===== config.mk =====
export PLATFORM = sky130hd
export DESIGN_NAME = dff_shift_bank_flat
export DESIGN_NICKNAME = d
export VERILOG_FILES = /design/src/rtl/dff_shift_bank_if.sv /design/src/rtl/dff_shift_bank.sv /design/src/flat_wrapper.sv
export SDC_FILE = /design/constraint.sdc
export NUM_CORES = 1
export LEC_CHECK = 0
export ABC_AREA = 1
export CORE_MARGIN = 2
export CORE_UTILIZATION = 40
export DETAILED_ROUTE_END_ITERATION = 10
export MAX_ROUTING_LAYER = met4
export PLACE_DENSITY = 0.76
export SYNTH_ARGS = -nofsm -noshare
export SYNTH_HDL_FRONTEND = slang
export SYNTH_SLANG_ARGS = --single-unit

===== constraint.sdc =====
create_clock -name clk -period 4.8 [get_ports clk]
set_input_delay 0.72 -clock clk [delete_from_list [all_inputs] [get_ports clk]]
set_output_delay 0.72 -clock clk [all_outputs]
set_load 0.02 [all_outputs]

===== src/rtl/dff_shift_bank_if.sv =====
// Bus bundle for dff_shift_bank: control/data inputs driven by the master,
// stage contents and occupancy status driven by the bank (slave).
interface dff_shift_bank_if #(
    parameter int WIDTH = 8,
    parameter int DEPTH = 4
);
    localparam int CW = $clog2(DEPTH + 1);

    logic                   clr;
    logic                   en;
    logic [1:0]             mode;
    logic [WIDTH-1:0]       sin;
    logic                   sin_vld;
    logic                   rot;
    logic [WIDTH*DEPTH-1:0] pin;
    logic [WIDTH*DEPTH-1:0] pout;
    logic [DEPTH-1:0]       vld;
    logic [WIDTH-1:0]       sout_r;
    logic [WIDTH-1:0]       sout_l;
    logic [CW-1:0]          fill_cnt;
    logic                   full;
    logic                   empty;

    modport master (
        output clr, en, mode, sin, sin_vld, rot, pin,
        input  pout, vld, sout_r, sout_l, fill_cnt, full, empty
    );

    modport slave (
        input  clr, en, mode, sin, sin_vld, rot, pin,
        output pout, vld, sout_r, sout_l, fill_cnt, full, empty
    );
endinterface


===== src/rtl/dff_shift_bank.sv =====
// Universal shift register bank: DEPTH stages of WIDTH bits, each with a valid
// flag. Modes: hold, shift right, shift left, parallel load. Fill level, full
// and empty are registered alongside the valid flags so they never disagree.
// Optional feature macro: DFF_SHIFT_BANK_ROTATE_EN (rot turns shifts into
// rotations; when undefined rot is ignored).
module dff_shift_bank #(
    parameter int WIDTH = 8,
    parameter int DEPTH = 4
) (
    input  logic              clk,
    input  logic              rst_n,
    dff_shift_bank_if.slave   bus
);
    localparam int CW = $clog2(DEPTH + 1);

    typedef enum logic [1:0] {
        MODE_HOLD  = 2'b00,
        MODE_RIGHT = 2'b01,
        MODE_LEFT  = 2'b10,
        MODE_LOAD  = 2'b11
    } mode_e;

    logic [WIDTH-1:0] stage_q [DEPTH];
    logic [WIDTH-1:0] stage_d [DEPTH];
    logic [DEPTH-1:0] vld_q, vld_d;
    logic [CW-1:0]    cnt_q, cnt_d;
    logic             full_q, empty_q;

    // Data entering at each end of the bank: serial input or the wrapped stage.
    logic [WIDTH-1:0] r_in, l_in;
    logic             r_in_vld, l_in_vld;

`ifdef DFF_SHIFT_BANK_ROTATE_EN
    assign r_in     = bus.rot ? stage_q[DEPTH-1] : bus.sin;
    assign r_in_vld = bus.rot ? vld_q[DEPTH-1]   : bus.sin_vld;
    assign l_in     = bus.rot ? stage_q[0]       : bus.sin;
    assign l_in_vld = bus.rot ? vld_q[0]         : bus.sin_vld;
`else
    logic unused_rot;
    assign unused_rot = bus.rot;
    assign r_in       = bus.sin;
    assign r_in_vld   = bus.sin_vld;
    assign l_in       = bus.sin;
    assign l_in_vld   = bus.sin_vld;
`endif

    // Next stage/valid contents: clr beats enable, enable beats mode.
    // NOTE: every target gets its current value first so no path leaves it
    // unassigned, which is what keeps this combinational block latch-free.
    always_comb begin
        stage_d = stage_q;
        vld_d   = vld_q;
        if (bus.clr) begin
            for (int i = 0; i < DEPTH; i++) stage_d[i] = '0;
            vld_d = '0;
        end else if (bus.en) begin
            case (mode_e'(bus.mode))
                MODE_RIGHT: begin
                    stage_d[0] = r_in;
                    vld_d[0]   = r_in_vld;
                    for (int i = 1; i < DEPTH; i++) begin
                        stage_d[i] = stage_q[i-1];
                        vld_d[i]   = vld_q[i-1];
                    end
                end
                MODE_LEFT: begin
                    stage_d[DEPTH-1] = l_in;
                    vld_d[DEPTH-1]   = l_in_vld;
                    for (int i = 0; i < DEPTH - 1; i++) begin
                        stage_d[i] = stage_q[i+1];
                        vld_d[i]   = vld_q[i+1];
                    end
                end
                MODE_LOAD: begin
                    for (int i = 0; i < DEPTH; i++) stage_d[i] = bus.pin[i*WIDTH +: WIDTH];
                    vld_d = '1;
                end
                default: ;
            endcase
        end
    end

    // Occupancy derived from the next valid vector so it lands on the same edge.
    always_comb begin
        cnt_d = '0;
        for (int i = 0; i < DEPTH; i++) cnt_d = cnt_d + CW'(vld_d[i]);
    end

    // Stage, valid and status registers.
    // NOTE: the stage array is reset too: the bank must read as all-zero data
    // right after reset, not just as empty.
    // NOTE: non-blocking assignments so every register samples pre-edge values.
    always_ff @(posedge clk or negedge rst_n) begin
        if (!rst_n) begin
            for (int i = 0; i < DEPTH; i++) stage_q[i] <= '0;
            vld_q   <= '0;
            cnt_q   <= '0;
            full_q  <= 1'b0;
            empty_q <= 1'b1;
        end else begin
            stage_q <= stage_d;
            vld_q   <= vld_d;
            cnt_q   <= cnt_d;
            full_q  <= (cnt_d == CW'(DEPTH));
            empty_q <= (cnt_d == '0);
        end
    end

    for (genvar g = 0; g < DEPTH; g++) begin : g_pout
        assign bus.pout[g*WIDTH +: WIDTH] = stage_q[g];
    end

    assign bus.vld      = vld_q;
    assign bus.sout_r   = stage_q[DEPTH-1];
    assign bus.sout_l   = stage_q[0];
    assign bus.fill_cnt = cnt_q;
    assign bus.full     = full_q;
    assign bus.empty    = empty_q;
endmodule


===== src/flat_wrapper.sv =====
// flat-port wrapper written by rule: the top's interface ports become plain ports
module dff_shift_bank_flat 
#(
    parameter int WIDTH = 8,
    parameter int DEPTH = 4
)
  (clk, rst_n, bus_clr, bus_en, bus_mode, bus_sin, bus_sin_vld, bus_rot, bus_pin, bus_pout, bus_vld, bus_sout_r, bus_sout_l, bus_fill_cnt, bus_full, bus_empty);
  dff_shift_bank_if #(.WIDTH(WIDTH), .DEPTH(DEPTH)) bus_i ();
  input  logic clk;
  input  logic rst_n;
  input wire logic [$bits(bus_i.clr)-1:0] bus_clr;
  input wire logic [$bits(bus_i.en)-1:0] bus_en;
  input wire logic [$bits(bus_i.mode)-1:0] bus_mode;
  input wire logic [$bits(bus_i.sin)-1:0] bus_sin;
  input wire logic [$bits(bus_i.sin_vld)-1:0] bus_sin_vld;
  input wire logic [$bits(bus_i.rot)-1:0] bus_rot;
  input wire logic [$bits(bus_i.pin)-1:0] bus_pin;
  output wire logic [$bits(bus_i.pout)-1:0] bus_pout;
  output wire logic [$bits(bus_i.vld)-1:0] bus_vld;
  output wire logic [$bits(bus_i.sout_r)-1:0] bus_sout_r;
  output wire logic [$bits(bus_i.sout_l)-1:0] bus_sout_l;
  output wire logic [$bits(bus_i.fill_cnt)-1:0] bus_fill_cnt;
  output wire logic [$bits(bus_i.full)-1:0] bus_full;
  output wire logic [$bits(bus_i.empty)-1:0] bus_empty;
  assign bus_i.clr = bus_clr;
  assign bus_i.en = bus_en;
  assign bus_i.mode = bus_mode;
  assign bus_i.sin = bus_sin;
  assign bus_i.sin_vld = bus_sin_vld;
  assign bus_i.rot = bus_rot;
  assign bus_i.pin = bus_pin;
  assign bus_pout = bus_i.pout;
  assign bus_vld = bus_i.vld;
  assign bus_sout_r = bus_i.sout_r;
  assign bus_sout_l = bus_i.sout_l;
  assign bus_fill_cnt = bus_i.fill_cnt;
  assign bus_full = bus_i.full;
  assign bus_empty = bus_i.empty;
  dff_shift_bank #(.WIDTH(WIDTH), .DEPTH(DEPTH)) u_core (.clk(clk), .rst_n(rst_n), .bus(bus_i));
endmodule

==> impl_results.md <==
* Slew of the pin with the lowest slew margin at 950 ps
* Non-filler instance count after layout at 505
* Grt total ovfl at 0
* Outcome: completed
* # rows at 29
* Routed len/inst at 14.4 µm
* Vias per std cell at 5.29
* CP Data Required Time at 5000 ps
* Inst Count DP at 497
* Final layout net count at 478
* Max Cap Viol at 0
* Pins Over Slew Limit at 0
* Post-route minimum period at 3220 ps
* Clk slew on worst S/H paths at 80 ps
* TritonCTS clock tree: done
* Syn Inst Count at 354
* ANT cells at 0
* Worst path arrival time at 3430 ps
* CP Capture Type: flop
* Number of synthesized register bits at 41
* Combinational share of power at 27.5%
* First-pass DRT Iterations at 5
* Peak supply drop at 0.137 mV
* Yosys warning count at 0
* Global-route wire length before repair at 12100 µm
* Max-slew headroom at 36.7%
* Setup CP Type: primary input to flop
* TritonCTS Buffers at 5
* Final setup vio count at 0
* Worst Path Max Fanout at 33
* Syn nets at 405
* Pint at 0.575 mW
* Synth cell types at 21
* Setup Skew at 9.36 ps
* Fin crit share at 67.2%
* Hpwl dp at 4880 µm
* Clock sinks at 41
* Root Buffer: clkbuf_8
* Area of the mapped netlist at 2650 µm²
* Max Clk Rate at 0.310 GHz
* Routed via count at 2671
* Die height at 85.3 µm
* Final hold vios at 0
* Setup_tns at 0 ps
* RSZ-0062 raised after global routing: no
* Pwr Total at 0.842 mW
* Port-buffer cells at 103
* Core region area at 6390 µm²
* Syn-to-layout area delta at 33.6%
* Vias in the first global route at 2574
* DR iter-0 viols at 208
* Sw Share at 31.8%
* Max H-tree Level at 2
* Worst reg2reg setup slack at 2710 ps
* Initial antenna violation count at 0
* Startpoint class of the critical path: primary input
* Largest net degree at the start of global routing at 48
* Clock Latency Late Sink at 290 ps
* P_leak at 1.69 nW
* Residual DRC at 0
* Initial core utilization at 41.4%
* Full die area at 7280 µm²
* Hold Crit Class: flop to flop
* Fraction of layout cells with a size suffix above 1 at 7.24%
* # hold bufs at CTS at 0
* Die width at 85.3 µm
* Post-route ant nets at 0
* Switching pwr at 0.268 mW
* Final WL at 7270 µm
* Post-CTS sizing at 0
* Power Dens Cells at 238 nW/µm²
* Finished Core Util at 55.3%
* Syn_area_per_cell at 7.48 µm²
* Post-CTS Setup Inserts at 0
* Global Route Usage Sum at 21.1%
* Power share of the clock group at 27.0%
* Max clock buf depth at 2
* # IOs at 105
* RePlAce Congestion at 0.903
* Sequential-to-total area share from yosys stat at 38.8%
* Reg power frac at 45.5%
cell type report:
class,instances,area (µm²)
fill,593,2850
multi-input combinational,260,1230
timing repair buffer,106,1040
sequential,41,1030
tap,77,96.3
clock buffer,6,72.6
inverter,13,48.8
clock inverter,2,15.0
worst max-delay path, stage by stage:
cell and delay, ps:
clkdlybuf4s50_1 610, buf_4 420, nor2_8 40, nor2_4 160, nor2_8 130, nand2_2 90, nand2_1 70, ha_1 270
inv_1 40, fa_1 340, inv_1 60, ha_1 240, nor3b_1 210
path summary, 6_finish.rpt:
check / from / endpoint / cells past startpoint
min in group asynchronous: rst_n / u_core.bus.sout_r[7] / 1
min: u_core.bus.sout_r[0] / u_core.bus.sout_r[0] / 2
max reg2reg: u_core.bus.vld[1] / u_core.bus.full / 10
max in group asynchronous: rst_n / u_core.bus.sout_r[1] / 1
min reg2reg: u_core.bus.sout_r[0] / u_core.bus.sout_r[0] / 2
max: bus_mode[0] / u_core.bus.full / 13
cells in the mapped netlist, drive strengths merged:
library cell,n,area share (%)
o21ai,1,0.61
nand3,102,19
nor3b,1,0.28
ha,2,0.95
inv,13,1.8
nor2,7,2.8
nor3,1,0.19
fa,1,0.76
buf,40,13
dfrtp,40,38
dfstp,1,0.99
nand2,142,21
a21oi,3,0.57
cells in the final DEF (no fill, tap or decap), drive strengths merged:
cell type      count
inv               13
o21ai              1
a21oi              3
clkdlybuf4s50    101
nand2            142
clkbuf             6
fa                 1
dfrtp             40
nor2               7
ha                 2
nor3b              1
buf                5
nand3            102
clkinvlp           2
dfstp              1
nor3               1
metal layers:
layer | global-route usage, % | vias to the layer above | routed length, µm
li1 | - | 1272 | -
met1 | 28.3 | 1273 | 3240
met2 | 32.9 | 116 | 3460
met3 | 3.79 | 10 | 478
met4 | 5.77 | 0 | 81
met5 | - | - | 0
stage by stage:
stage / instance area, µm² / worst slack [ps] / hold WS [ps]
after CTS: 3530 / 1560 / 543
after global placement: 3450 / 1330 / 515
final: 3530 / 1580 / 539
after floorplan: 2650 / 2240 / 424
after global routing: 3530 / 1430 / 579
after detailed placement: 3450 / 1260 / 523
state kept, by name, summed over array words and instances, names as in the netlist:
name                 flops
u_core.bus.full          1
u_core.bus.vld           4
u_core.bus.sout_r        8
u_core.bus.sout_l        8
u_core.bus.empty         1
u_core.bus.fill_cnt      3
u_core.bus.pout         16
power by group through the flow:
stage	logic (mW)	registers (mW)	clock network, mW
final	0.232	0.383	0.227
after global routing	0.251	0.386	0.248
after CTS	0.233	0.383	0.236
after detailed placement	0.232	0.390	0
after global placement	0.230	0.390	0
after floorplan	0.113	0.413	0
cell families after synthesis:
kind of cell | share of synthesized area (%)
adder cells (fa/ha/maj) | 1.70
flip-flops | 38.8
buffers and inverters | 14.7
AND/OR/NAND/NOR | 43.6
AO/OA/AOI/OAI | 1.18
Power figures use the tool's default switching activity.
